<file path="config.mk">
export PLATFORM = sky130hd
export DESIGN_NAME = gtech_oa21_bist
export DESIGN_NICKNAME = d
export VERILOG_FILES = /design/src/rtl/gtech_oa21_bist_pkg.sv /design/src/rtl/gtech_oa21_bist_misr.sv /design/src/rtl/gtech_oa21_bist.sv
export SDC_FILE = /design/constraint.sdc
export NUM_CORES = 1
export LEC_CHECK = 0
export ABC_CLOCK_PERIOD_IN_PS = 2900
export CAP_MARGIN = 10
export CORE_MARGIN = 1.5
export CORE_UTILIZATION = 45
export DETAILED_ROUTE_END_ITERATION = 12
export GPL_ROUTABILITY_DRIVEN = 0
export PLACE_DENSITY = 0.76
export SLEW_MARGIN = 0
export SYNTH_ARGS = -nofsm -noshare
export SYNTH_HDL_FRONTEND = slang
export SYNTH_SLANG_ARGS = --single-unit
</file>
<file path="constraint.sdc">
create_clock -name clk -period 2.9 [get_ports clk]
set_clock_uncertainty 0.15 [all_clocks]
set_input_delay 0.435 -clock clk [delete_from_list [all_inputs] [get_ports clk]]
set_output_delay 0.435 -clock clk [all_outputs]
set_load 0.03 [all_outputs]
</file>
<file path="src/rtl/gtech_oa21_bist_pkg.sv">
// gtech_bist_pkg: shared definitions for the OA21 cell BIST controller.
//   - bist_state_e      : controller FSM states (IDLE, APPLY, CHECK, DONE)
//   - OA21_TRUTH_TABLE  : expected Z for input index {A,B,C}; Z = (A | B) & C
//   - MISR_POLY         : feedback taps of x^8 + x^6 + x^5 + x^4 + 1 (x^8 implied)
//   - MISR_SEED         : signature value after reset and on every accepted start
//   - misr_step()       : one MISR clock, shifting in a single response bit
package gtech_bist_pkg;

  typedef enum logic [1:0] {
    ST_IDLE  = 2'd0,
    ST_APPLY = 2'd1,
    ST_CHECK = 2'd2,
    ST_DONE  = 2'd3
  } bist_state_e;

  localparam logic [7:0] OA21_TRUTH_TABLE = 8'hA8;
  localparam logic [7:0] MISR_POLY        = 8'h71;
  localparam logic [7:0] MISR_SEED        = 8'hFF;

  // Galois-form step: shift left, fold the bit leaving bit 7 back through the
  // taps, and XOR the new response bit into bit 0.
  function automatic logic [7:0] misr_step(input logic [7:0] sig, input logic din);
    logic [7:0] nxt;
    nxt = {sig[6:0], 1'b0};
    if (sig[7]) nxt = nxt ^ MISR_POLY;
    nxt[0] = nxt[0] ^ din;
    return nxt;
  endfunction

endpackage

</file>
<file path="src/rtl/gtech_oa21_bist_misr.sv">
// gtech_bist_misr: 8-bit single-input signature register.
// Ports:
//   clk       in   clock, rising edge
//   rst_n     in   asynchronous active-low reset (sig returns to MISR_SEED)
//   seed_load in   reload MISR_SEED (has priority over shift_en)
//   shift_en  in   fold din into the signature this cycle
//   din       in   response bit
//   sig       out  current signature
module gtech_bist_misr
  import gtech_bist_pkg::*;
(
  input  logic       clk,
  input  logic       rst_n,
  input  logic       seed_load,
  input  logic       shift_en,
  input  logic       din,
  output logic [7:0] sig
);

  always_ff @(posedge clk or negedge rst_n) begin
    if (!rst_n) begin
      sig <= MISR_SEED;
    end else if (seed_load) begin
      sig <= MISR_SEED;
    end else if (shift_en) begin
      sig <= misr_step(sig, din);
    end
  end

endmodule

</file>
<file path="src/rtl/gtech_oa21_bist.sv">
// gtech_oa21_bist: exhaustive BIST controller for a 3-input OA21 cell.
// Walks all eight input vectors {A,B,C}, holds each for SETTLE_CYCLES cycles,
// then compares the cell response with TRUTH_TABLE for one cycle.
// Optional macro GTECH_OA21_BIST_MISR_EN adds an 8-bit response MISR and the
// signature output.
// Parameters:
//   TRUTH_TABLE    expected Z per vector index (bit n = Z for {A,B,C} == n)
//   SETTLE_CYCLES  hold cycles per vector before sampling, 1..15
// Ports:
//   clk, rst_n            clock (rising edge), asynchronous active-low reset
//   start                 begin a run; honoured only when idle
//   abort                 terminate a run at once; beats start when idle
//   dut_a, dut_b, dut_c   registered stimulus to the cell under test
//   dut_z                 cell response, looked at only in CHECK
//   busy                  run in progress (APPLY, CHECK, DONE)
//   done                  one-cycle pulse when a run completes normally
//   pass                  last completed run had no mismatches
//   err_cnt               mismatches of the last/current run (0..8)
//   first_fail_vec        index of the first mismatch; valid when err_cnt != 0
//   signature             MISR signature (macro builds only)
// Handshake: start/abort are level inputs sampled on each rising edge; there is
// no ready -- a start seen while busy is simply dropped.
module gtech_oa21_bist
  import gtech_bist_pkg::*;
#(
  parameter logic [7:0] TRUTH_TABLE   = OA21_TRUTH_TABLE,
  parameter int         SETTLE_CYCLES = 2
) (
  input  logic       clk,
  input  logic       rst_n,
  input  logic       start,
  input  logic       abort,
  output logic       dut_a,
  output logic       dut_b,
  output logic       dut_c,
  input  logic       dut_z,
  output logic       busy,
  output logic       done,
  output logic       pass,
  output logic [3:0] err_cnt,
  output logic [2:0] first_fail_vec
`ifdef GTECH_OA21_BIST_MISR_EN
  ,
  output logic [7:0] signature
`endif
);

  localparam logic [1:0] S_IDLE  = ST_IDLE;
  localparam logic [1:0] S_APPLY = ST_APPLY;
  localparam logic [1:0] S_CHECK = ST_CHECK;
  localparam logic [1:0] S_DONE  = ST_DONE;

  localparam logic [3:0] SETTLE_LAST = 4'(SETTLE_CYCLES - 1);

  logic [1:0] state, state_nx;
  logic [2:0] idx, idx_nx;
  logic [3:0] settle, settle_nx;
  logic [2:0] stim;
  logic       start_ok;
  logic       abort_run;
  logic       mismatch;
  logic [3:0] err_nx;

  assign start_ok  = (state == S_IDLE) && start && !abort;
  assign abort_run = (state != S_IDLE) && abort;

  // Abort suppresses the compare so an aborted CHECK leaves the counts as
  // they were before that cycle.
  assign mismatch = (state == S_CHECK) && !abort && (dut_z != TRUTH_TABLE[idx]);
  assign err_nx   = err_cnt + {3'b000, mismatch};

  always_comb begin
    state_nx  = state;
    idx_nx    = idx;
    settle_nx = settle;
    if (abort_run) begin
      state_nx  = S_IDLE;
      idx_nx    = 3'd0;
      settle_nx = 4'd0;
    end else begin
      case (state)
        S_IDLE: begin
          if (start_ok) begin
            state_nx  = S_APPLY;
            idx_nx    = 3'd0;
            settle_nx = 4'd0;
          end
        end
        S_APPLY: begin
          if (settle == SETTLE_LAST) state_nx = S_CHECK;
          else                       settle_nx = settle + 4'd1;
        end
        S_CHECK: begin
          if (idx == 3'd7) begin
            state_nx = S_DONE;
          end else begin
            state_nx  = S_APPLY;
            idx_nx    = idx + 3'd1;
            settle_nx = 4'd0;
          end
        end
        S_DONE: begin
          state_nx = S_IDLE;
          idx_nx   = 3'd0;
        end
        default: begin
          state_nx = S_IDLE;
          idx_nx   = 3'd0;
        end
      endcase
    end
  end

  always_ff @(posedge clk or negedge rst_n) begin
    if (!rst_n) begin
      state  <= S_IDLE;
      idx    <= 3'd0;
      settle <= 4'd0;
      stim   <= 3'd0;
    end else begin
      state  <= state_nx;
      idx    <= idx_nx;
      settle <= settle_nx;
      // Stimulus is registered from the next-state view so it changes in the
      // same cycle the FSM enters APPLY, and stays put through CHECK.
      stim   <= ((state_nx == S_APPLY) || (state_nx == S_CHECK)) ? idx_nx : 3'd0;
    end
  end

  always_ff @(posedge clk or negedge rst_n) begin
    if (!rst_n) begin
      err_cnt        <= 4'd0;
      first_fail_vec <= 3'd0;
      pass           <= 1'b0;
    end else if (start_ok) begin
      err_cnt        <= 4'd0;
      first_fail_vec <= 3'd0;
      pass           <= 1'b0;
    end else if (abort_run) begin
      pass <= 1'b0;
    end else begin
      if (mismatch) begin
        err_cnt <= err_nx;
        if (err_cnt == 4'd0) first_fail_vec <= idx;
      end
      // pass is settled on the edge into DONE so it is already valid while
      // done is high.
      if ((state == S_CHECK) && (state_nx == S_DONE)) pass <= (err_nx == 4'd0);
    end
  end

  assign dut_a = stim[2];
  assign dut_b = stim[1];
  assign dut_c = stim[0];
  assign busy  = (state != S_IDLE);
  assign done  = (state == S_DONE);

`ifdef GTECH_OA21_BIST_MISR_EN
  gtech_bist_misr u_misr (
    .clk       (clk),
    .rst_n     (rst_n),
    .seed_load (start_ok),
    .shift_en  ((state == S_CHECK) && !abort),
    .din       (dut_z),
    .sig       (signature)
  );
`endif

endmodule

</file>
# Word level (Yosys, flattened, before mapping)
# Memory sizes are Yosys's and may differ from the RTL's.
# Cells that the tools add are included.
[totals]
out_inout_bits = 13
n_memories = 1
input_bits = 5
romBits = 8
reg_bits = 20
[mem_list]
columns = ["memory", "words", "word_bits", "read_ports", "rd_ports_with_merged_regs", "wr", "line_no", "source"]
rows = [
  ["(no name shown)", 8, 1, 1, 0, 0, "gtech_oa21_bist.sv:69", "assign mismatch = (state == S_CHECK) && !abort && (dut_z != TRUTH_TABLE[idx]);"],
]
[classes]
add_sub_neg = 3
magnitude_cmp = 1
muxes = 26
n_reduce_logical = 19
n_eq_ne = 13
[op_table]
columns = ["operator", "n"]
rows = [
  ["4-bit two-way mux", 7],
  ["3-bit two-way mux", 8],
  ["4-bit case mux with 3 select lines", 1],
  ["3-bit inequality test, second input constant", 3],
  ["3-bit case mux with 3 select lines", 1],
  ["2-bit equality test, second input constant", 4],
  ["4-bit logical NOT", 2],
  ["2-bit two-way mux", 4],
  ["2-bit case mux with 4 select lines", 1],
  ["1-bit logical AND", 6],
  ["2-bit nonzero test", 3],
  ["4-bit by 1-bit adder with 4-bit output", 1],
  ["4-bit by 1-bit adder with 4-bit output, second input constant", 1],
  ["2-bit by 1-bit equality test with 1-bit output, second input constant", 2],
  ["4-bit by 1-bit equality test with 1-bit output, second input constant", 1],
  ["3-bit by 4-bit less-than comparator with 1-bit output, second input constant", 1],
  ["1-bit two-way mux", 4],
  ["4-bit AND reduction", 1],
  ["4-bit nonzero test", 1],
  ["3-bit by 1-bit adder with 3-bit output, second input constant", 1],
  ["3-bit equality test, second input constant", 1],
  ["3-bit AND reduction", 1],
  ["3-bit nonzero test", 1],
  ["2-bit logical NOT", 1],
  ["other kinds (5)", 5],
]

# Longest topological paths before layout
# Gate-level depths: netlist (run 1).
[depth]
word_depth = 11
depth_mapped = 11

# Worst setup path after synthesis (run 1)
# Ideal clock, no wire load.
[synth_timing]
kind = "register -> register"
from = "reg idx[0]"
to = "reg pass"
path_stages_with_launch = 10
period_less_slack_ns = 2.421
setup_slack_ns = 0.479
t_arrival_ns = 2.184
path_cell_list = "dfrtp_1 > ha_1 > mux2i_1 > mux2i_2 > inv_2 > ha_1 > ha_1 > nor3_1 > a32oi_1 > nor3_1"
[synth_between]
elab_chain_cells = 9
elab_cells_between_ends = 16
[synth_rtl]
columns = ["element", "line_no", "source"]
rows = [
  ["from (decl)", "gtech_oa21_bist.sv:56", "logic [2:0] idx, idx_nx;"],
  ["from (signal assigned)", "gtech_oa21_bist.sv:122", "idx <= idx_nx;"],
  ["memory 8 x 1 bit", "--", ""],
  ["1-bit two-way mux (implied by the code)", "gtech_oa21_bist.sv:69", ""],
  ["1-bit inequality test", "gtech_oa21_bist.sv:69", ""],
  ["1-bit logical AND", "gtech_oa21_bist.sv:69", ""],
  ["4-bit by 1-bit adder with 4-bit output", "gtech_oa21_bist.sv:70", "assign err_nx = err_cnt + {3'b000, mismatch};"],
  ["4-bit logical NOT", "gtech_oa21_bist.sv:148", "if ((state == S_CHECK) && (state_nx == S_DONE)) pass <= (err_nx == 4'd0);"],
  ["1-bit two-way mux", "gtech_oa21_bist.sv:148", ""],
  ["1-bit two-way mux", "gtech_oa21_bist.sv:139", "end else if (abort_run) begin"],
  ["1-bit two-way mux", "gtech_oa21_bist.sv:135", "end else if (start_ok) begin"],
  ["to (signal assigned)", "gtech_oa21_bist.sv:148", ""],
  ["to (decl)", "gtech_oa21_bist.sv:39", "output logic pass,"],
]
# Several ways; a longest one is shown, not always the timed one. The select of a mux whose other input is x is not followed.
# A chain may end at the register's enable or synchronous reset.

# Worst setup path in the final report (run 1)
[layout_timing]
from = "reg state[0]"
to = "reg pass"
[layout_between]
elab_chain_cells = 9
elab_cells_between_ends = 22
[layout_rtl]
columns = ["element", "line_no", "source"]
rows = [
  ["from (decl)", "gtech_oa21_bist.sv:55", "logic [1:0] state, state_nx;"],
  ["from (signal assigned)", "gtech_oa21_bist.sv:121", "state <= state_nx;"],
  ["parallel branches: the longest is 9 deep, another holds 4-bit by 1-bit adder with 4-bit output", "--", ""],
]
# Parallel ways; which one is timed is not known. The select of a mux whose other input is x is not followed.

==> results.cfg, run 1 <==
[outcome]
run_status = finished clean

[layout]
nNetsFinal = 161
fin_cells = 175
drive_gt1_frac = 0.0966
n_antenna_cell = 0
synthToLayoutAreaGrowth_pct = 19.7
layout_commonest_cell = dfrtp_1
layout_common_cells = dfrtp_1, clkdlybuf4s50_1, a21oi_1, ha_1

[critical_path]
r2r_start = state[0]$_DFF_PN0_
worstSetupPathType = flop to flop
cp.required_ns = 2.97
cpLargestDelayFamily = adder cells
worst_setup_path_end_kind = flop
critPathMaxFanout = 8
slowest_stage = dfrtp_1
cp.arrival_ns = 2.65
critPathLaunch = state[0]$_DFF_PN0_
critPathBufInv = 2
worst_path_most_repeated_cell = ha_1
worst-path-stages = 10
critPathLaunchType = flop
crit_chain = inv_1 -> ha_1 -> and3b_1 -> mux2i_2 -> inv_2 -> ha_1 -> ha_1 -> nor3_1 -> a32oi_1 -> nor3_1
slowest_delay_ns = 0.41
rr_worst_depth = 10

[drt]
top_layer = met4
totalWireLength_um = 2370
drtPass1Iterations = 4
drt-met1-wl_um = 1100
antenna_left = 0
route.vias.total = 979
met3_length_um = 131
wl_met2_um = 1120
drc_errors = 0
wl_per_cell_um = 13.5
drt-initial-drc-count = 19
viasPerCell = 5.59

[global_route]
grt_pass1_wl_um = 4080
grt.total_usage = 0.193
grt_max_degree = 21
grt.overflow.total = 0
antenna_found_initial = 0
grt_pass1_vias = 932

[logic_synthesis]
synthCells = 126
synthAdderAreaFrac = 0.104
ys_seq_elements = 20
netlist_area_mm2 = 0.00120
synth.yosys.seq_area_share = 0.418
synth_compound_area_frac = 0.167
synth_xor_area_frac = 0.0146
synth_warnings = 0
synth_top_family_by_area = simple AND/OR/NAND/NOR gates
synth.mux.area_fraction = 0.0376
synth-simple-area-share = 0.217
syn_avg_cell_area_um2 = 9.50
synth.area.top_cells = dfrtp_1, ha_1, a21oi_1, nand3_1, o21ai_0
yosys.area.top_type = dfrtp_1
synth_fp_nets = 141
synth_top_area_frac = 0.418
yosysUniqueCellTypes = 39

[clocking]
numCtsBuffers = 3
cts_resized = 0
cts_tree = done
cts_hold_buf = 0
htreeDepth = 1
clock-sinks = 20
insertion_delay_ns = 0.30
post_cts_buffers = 0
cts_buffer_depth = 2
clk_pin_slew_worst_paths_ns = 0.12
cts-root-buf = clkbuf_4

[floorplanning]
die_w_um = 54.6
die_h_um = 54.6
core_mm2 = 0.00250
rows = 18
dieArea_mm2 = 0.00298
io_pins = 18
start_util = 0.479

[timing]
finalSetupViolCount = 0
fmax_mhz = 388
tns_ns = 0
timing.final.max_slew_violations = 0
max_slew_margin = 0.405
fin_crit_sh = 0.890
period_needed_ns = 2.58
rsz0062_at_grt = false
worst_pin_slew_ns = 0.890
hold_violations = 0

[power_and_ir_drop]
power.leakage_nw = 0.644
p_total_mw = 0.827
irDropWorstVdd_uv = 421
powerDensity_mw_per_mm2 = 577

[worst_hold_path]
hold_class = flop to flop
hold_depth = 1
worstHoldStart = settle[0]$_DFFE_PN0P_

[place]
hpwl_um = 1830
io_buffers = 17
place_inst = 171

[run]
maxCapViolCount = 0
-- per-stage QoR --
step	instance area (µm²)	setup slack [ns]	hold WS [ns]	utilization
3_5_place_dp	1400	0.227	0.389	0.559
6_report	1430	0.320	0.411	0.574
2_1_floorplan	1200	0.479	-0.0106	-
3_3_place_gp	1400	0.272	0.387	0.559
5_1_grt	1430	0.106	0.443	0.574
4_1_cts	1430	0.336	0.409	0.574
-- final cells by class --
type / instances / area (µm²)
fill: 221 / 1070
multi-input combinational: 95 / 648
sequential: 20 / 500
timing repair buffer: 19 / 185
tap: 30 / 37.5
clock buffer: 4 / 36.3
inverter: 7 / 26.3
-- worst reg2reg max path, delay by kind of cell (launching register included) --
family                     cells  cell delay [ns]
AOI/OAI and AO/OA              1             0.11
adders and majority gates      3             0.79
DFF                            1             0.41
muxes                          1             0.32
and+or+nand+nor                3             0.56
buffers and inverters          2             0.17
-- cells in the mapped netlist --
master and n:
or4bb_1 1, a31o_2 3, mux2i_1 2, a21oi_1 10, xnor2_1 1, nand2b_1 2, mux2_2 1, and2_0 1
nand3b_1 2, or3_1 2, inv_2 1, or4_1 1, nor4_1 1, o221ai_1 1, and3_2 1, a21o_1 1
buf_4 2, and3b_1 2, nor2_1 9, clkbuf_1 2, or2_1 1, nor3_1 3, a22oi_1 2, nor2b_1 3
xor2_1 1, mux2i_2 1, ha_1 10, inv_1 6, o21ai_0 7, nand2_1 8, o31ai_1 1, nand3_1 9
o211ai_2 1, a211oi_1 2, o211ai_1 1, dfrtp_1 20, o22ai_1 1, nor3b_1 2, a32oi_1 1
-- logic make-up after synthesis --
family / after synthesis
AND/OR/NAND/NOR: 48
AO/OA/AOI/OAI: 31
flip-flops: 20
buffers and inverters: 11
adder cells (fa/ha/maj): 10
multiplexers: 4
XOR/XNOR: 2
-- layer usage --
metal  vias up  global-route usage
met3         2              0.0574
li1        494                   -
met4         0              0.0500
met5         -                   0
met2        29               0.335
met1       454               0.229
-- flip-flops by register name, summed over array words and instances, names as in the netlist --
signal          cells
state               2
pass                1
first_fail_vec      3
settle              4
stim                3
idx                 3
err_cnt             4
-- path summary, 6_finish.rpt --
| path | to | slack, ns |
|---|---|---|
| worst max-delay path | pass$_DFFE_PN0P_ | 0.32 |
| worst min-delay path | settle[0]$_DFFE_PN0P_ | 0.41 |
| worst max register to register | pass$_DFFE_PN0P_ | 0.32 |
| worst min register to register | settle[0]$_DFFE_PN0P_ | 0.41 |
| max in group asynchronous | idx[2]$_DFF_PN0_ | 1.59 |
| min in group asynchronous | state[0]$_DFF_PN0_ | 0.47 |
-- power breakdown --
part | internal, mW | leakage, nW | total [mW] | switching [mW]
registers | 0.300 | 0.277 | 0.324 | 0.0239
logic | 0.129 | 0.346 | 0.338 | 0.210
clock network | 0.0766 | 0.0210 | 0.164 | 0.0877
No activity file was read; power rests on OpenSTA's default activity.
==> run 2, diff against run 1 <==
--- a/config.mk
+++ b/config.mk
@@ -5,13 +5,14 @@
 export SDC_FILE = /design/constraint.sdc
 export NUM_CORES = 1
 export LEC_CHECK = 0
+export ABC_AREA = 1
 export ABC_CLOCK_PERIOD_IN_PS = 2900
 export CAP_MARGIN = 10
-export CORE_MARGIN = 1.5
-export CORE_UTILIZATION = 45
+export CORE_MARGIN = 8
+export CORE_UTILIZATION = 53
 export DETAILED_ROUTE_END_ITERATION = 12
 export GPL_ROUTABILITY_DRIVEN = 0
-export PLACE_DENSITY = 0.76
+export PLACE_DENSITY = 0.86
 export SLEW_MARGIN = 0
 export SYNTH_ARGS = -nofsm -noshare
 export SYNTH_HDL_FRONTEND = slang
==> run 2 against run 1 <==
Against the previous run:
- clock-buffer cell count fell by 1
- largest power group unchanged
- combinational power is 100% higher
- hold slack got worse by 0.068 ns
- sequential cell count did not move
==> results.cfg, run 2 <==
[outcome]
run_status = finished clean

[floorplanning]
start_util = 0.559
die_h_um = 64.3
dieArea_mm2 = 0.00414
io_pins = 18
die_w_um = 64.3
rows = 17
core_mm2 = 0.00221

[critical_path]
cp.required_ns = 2.32
worst_setup_path_end_kind = output pin
cp.arrival_ns = 2.02
r2r_start = state[0]$_DFF_PN0_
critPathMaxFanout = 7
regToRegEndpoint = pass$_DFFE_PN0P_
critPathLaunchType = flop
reg2reg_slack_ns = 0.38
rr_worst_depth = 12
worstSetupPathType = flop to output pin

[logic_synthesis]
synth_compound_area_frac = 0.0566
synth_edf_count = 0
synth_flop_cell = dfrtp_1
yosysMostFrequentCell = nand2_1
synthAdderAreaFrac = 0.101
synth.area.top_cells = dfrtp_1, nand2_1, nand3_1, ha_1, inv_1
syn_avg_cell_area_um2 = 7.55
synth.yosys.seq_area_share = 0.404
synth.mux.area_fraction = 0
synth_xor_area_frac = 0.0142
synth-simple-area-share = 0.335
synth_top_area_frac = 0.404
synth_top_family_by_area = simple AND/OR/NAND/NOR gates
synth_common_cells = nand2_1, inv_1, nand3_1
synthCells = 164
netlist_area_mm2 = 0.00124
synth_warnings = 0
yosysUniqueCellTypes = 22
ys_seq_elements = 20
yosys.area.top_type = dfrtp_1
synth_fp_nets = 179
synth-async-reset-ratio = 1.00

[global_route]
grt.overflow.total = 0
grt_pass1_wl_um = 4600
grt_pass1_vias = 1109
antenna_found_initial = 0
grt_max_degree = 21
grt.total_usage = 0.134

[clocking]
cts_buffer_depth = 2
cts-root-buf = clkbuf_4
insertion_delay_ns = 0.31
numCtsBuffers = 3
htreeDepth = 1
post_cts_buffers = 0
clk_pin_slew_worst_paths_ns = 0.12
cts_resized = 0
cts_hold_buf = 0
clock-sinks = 20
cts_tree = done

[timing]
tns_ns = 0
period_needed_ns = 2.60
worst_pin_slew_ns = 0.915
fmax_mhz = 385
rsz0062_at_grt = false
timing.final.max_slew_violations = 0
hold_violations = 0
finalSetupViolCount = 0
max_slew_margin = 0.388
fin_crit_sh = 0.897

[layout]
drive_gt1_frac = 0.0761
n_antenna_cell = 0
synthToLayoutAreaGrowth_pct = 20.4
fin_cells = 212
layout_common_cells = nand2_1, inv_1, nand3_1
layout_commonest_cell = nand2_1
nNetsFinal = 200
reg_top3 = err_cnt (4), settle (4)

[run]
maxCapViolCount = 0

[worst_hold_path]
hold_class = flop to flop
worstHoldStart = first_fail_vec[1]$_DFFE_PN0P_
hold_depth = 2
hold_end = first_fail_vec[1]$_DFFE_PN0P_

[place]
io_buffers = 17
place_inst = 208
hpwl_um = 2160

[power_and_ir_drop]
power.leakage_nw = 0.803
irDropWorstVdd_uv = 616
powerDensity_mw_per_mm2 = 894

[drt]
antenna_left = 0
route.vias.total = 1126
drtPass1Iterations = 4
drt-initial-drc-count = 43
totalWireLength_um = 2760
viasPerCell = 5.31
wl_per_cell_um = 13.0
drc_errors = 0
[run 2: cell count changes in the layout (fill, tap and decap cells not counted), moves of 3 or more]
cell     delta
nor2b_1     -3
a21oi_1     -8
o21ai_1     +4
nor2_1      +4
nand3_1    +17
a31o_2      -3
nand2_1    +33
inv_1      +20
[run 2: how the worst max path moves through the flow]
stage / from / to / slack, ns / cells past startpoint
2_1_floorplan: state[0]$_DFF_PN0_ / pass$_DFFE_PN0P_ / 0.62 / 12
3_3_place_gp: abort / pass$_DFFE_PN0P_ / 0.32 / 10
3_5_place_dp: abort / pass$_DFFE_PN0P_ / 0.27 / 10
4_1_cts: state[0]$_DFF_PN0_ / busy / 0.30 / 4
5_1_grt: state[0]$_DFF_PN0_ / pass$_DFFE_PN0P_ / 0.14 / 12
6_report: state[0]$_DFF_PN0_ / busy / 0.30 / 4
[run 2: cells by family (layout without fill, tap and decap cells)]
logic type	count (synthesis)	after routing
and+or+nand+nor	90	90
buffers and inverters	29	49
DFF	20	20
AOI/OAI and AO/OA	13	13
adders and majority gates	10	10
xor gates and xnor gates	2	2
[run 2: metrics by stage]
stage	cell area [µm²]	hold WS (ns)	util	worst slack, ns	power, mW
finish	1490	0.343	0.674	0.300	1.33
floorplan	1240	-0.0106	-	0.623	0.887
global placement	1440	0.308	0.650	0.322	1.07
global route	1490	0.361	0.674	0.143	1.42
detailed placement	1440	0.312	0.650	0.273	1.11
CTS	1490	0.342	0.674	0.302	1.34
[run 2: critical path, cell delays in order, from the launching register on]
cell	delay [ns]
dfrtp_1	0.44
inv_1	0.09
ha_1	0.33
inv_2	0.15
clkdlybuf4s50_1	0.69
[run 2: area by class of cell]
type / instances / area, µm²
Multi-Input combinational cell: 115 / 627
Inverter: 28 / 105
Timing Repair Buffer: 17 / 170
Sequential cell: 20 / 500
Clock buffer: 3 / 22.5
Fill cell: 203 / 722
Clock inverter: 1 / 30.0
Tap cell: 28 / 35.0
[run 2: routing by layer]
layer,track usage,vias to the layer above,wire (µm)
li1,-,558,-
met1,0.137,533,1100
met2,0.255,31,1460
met3,0.0366,4,170
met4,0.0409,0,34
met5,0,-,0
[run 2: power by group]
part | internal [mW] | switching, mW | leakage [nW] | total, mW
Clock | 0.140 | 0.0916 | 0.0279 | 0.231
Sequential | 0.354 | 0.0577 | 0.269 | 0.412
Combinational | 0.238 | 0.450 | 0.506 | 0.688
Total | 0.732 | 0.600 | 0.803 | 1.33
==> run 3, diff against run 2 <==
--- a/config.mk
+++ b/config.mk
@@ -17,3 +17,4 @@
 export SYNTH_ARGS = -nofsm -noshare
 export SYNTH_HDL_FRONTEND = slang
 export SYNTH_SLANG_ARGS = --single-unit
+export TNS_END_PERCENT = 10
==> results of run 3 <==
The final DEF is identical to that of run 2; final timing and power are the same.
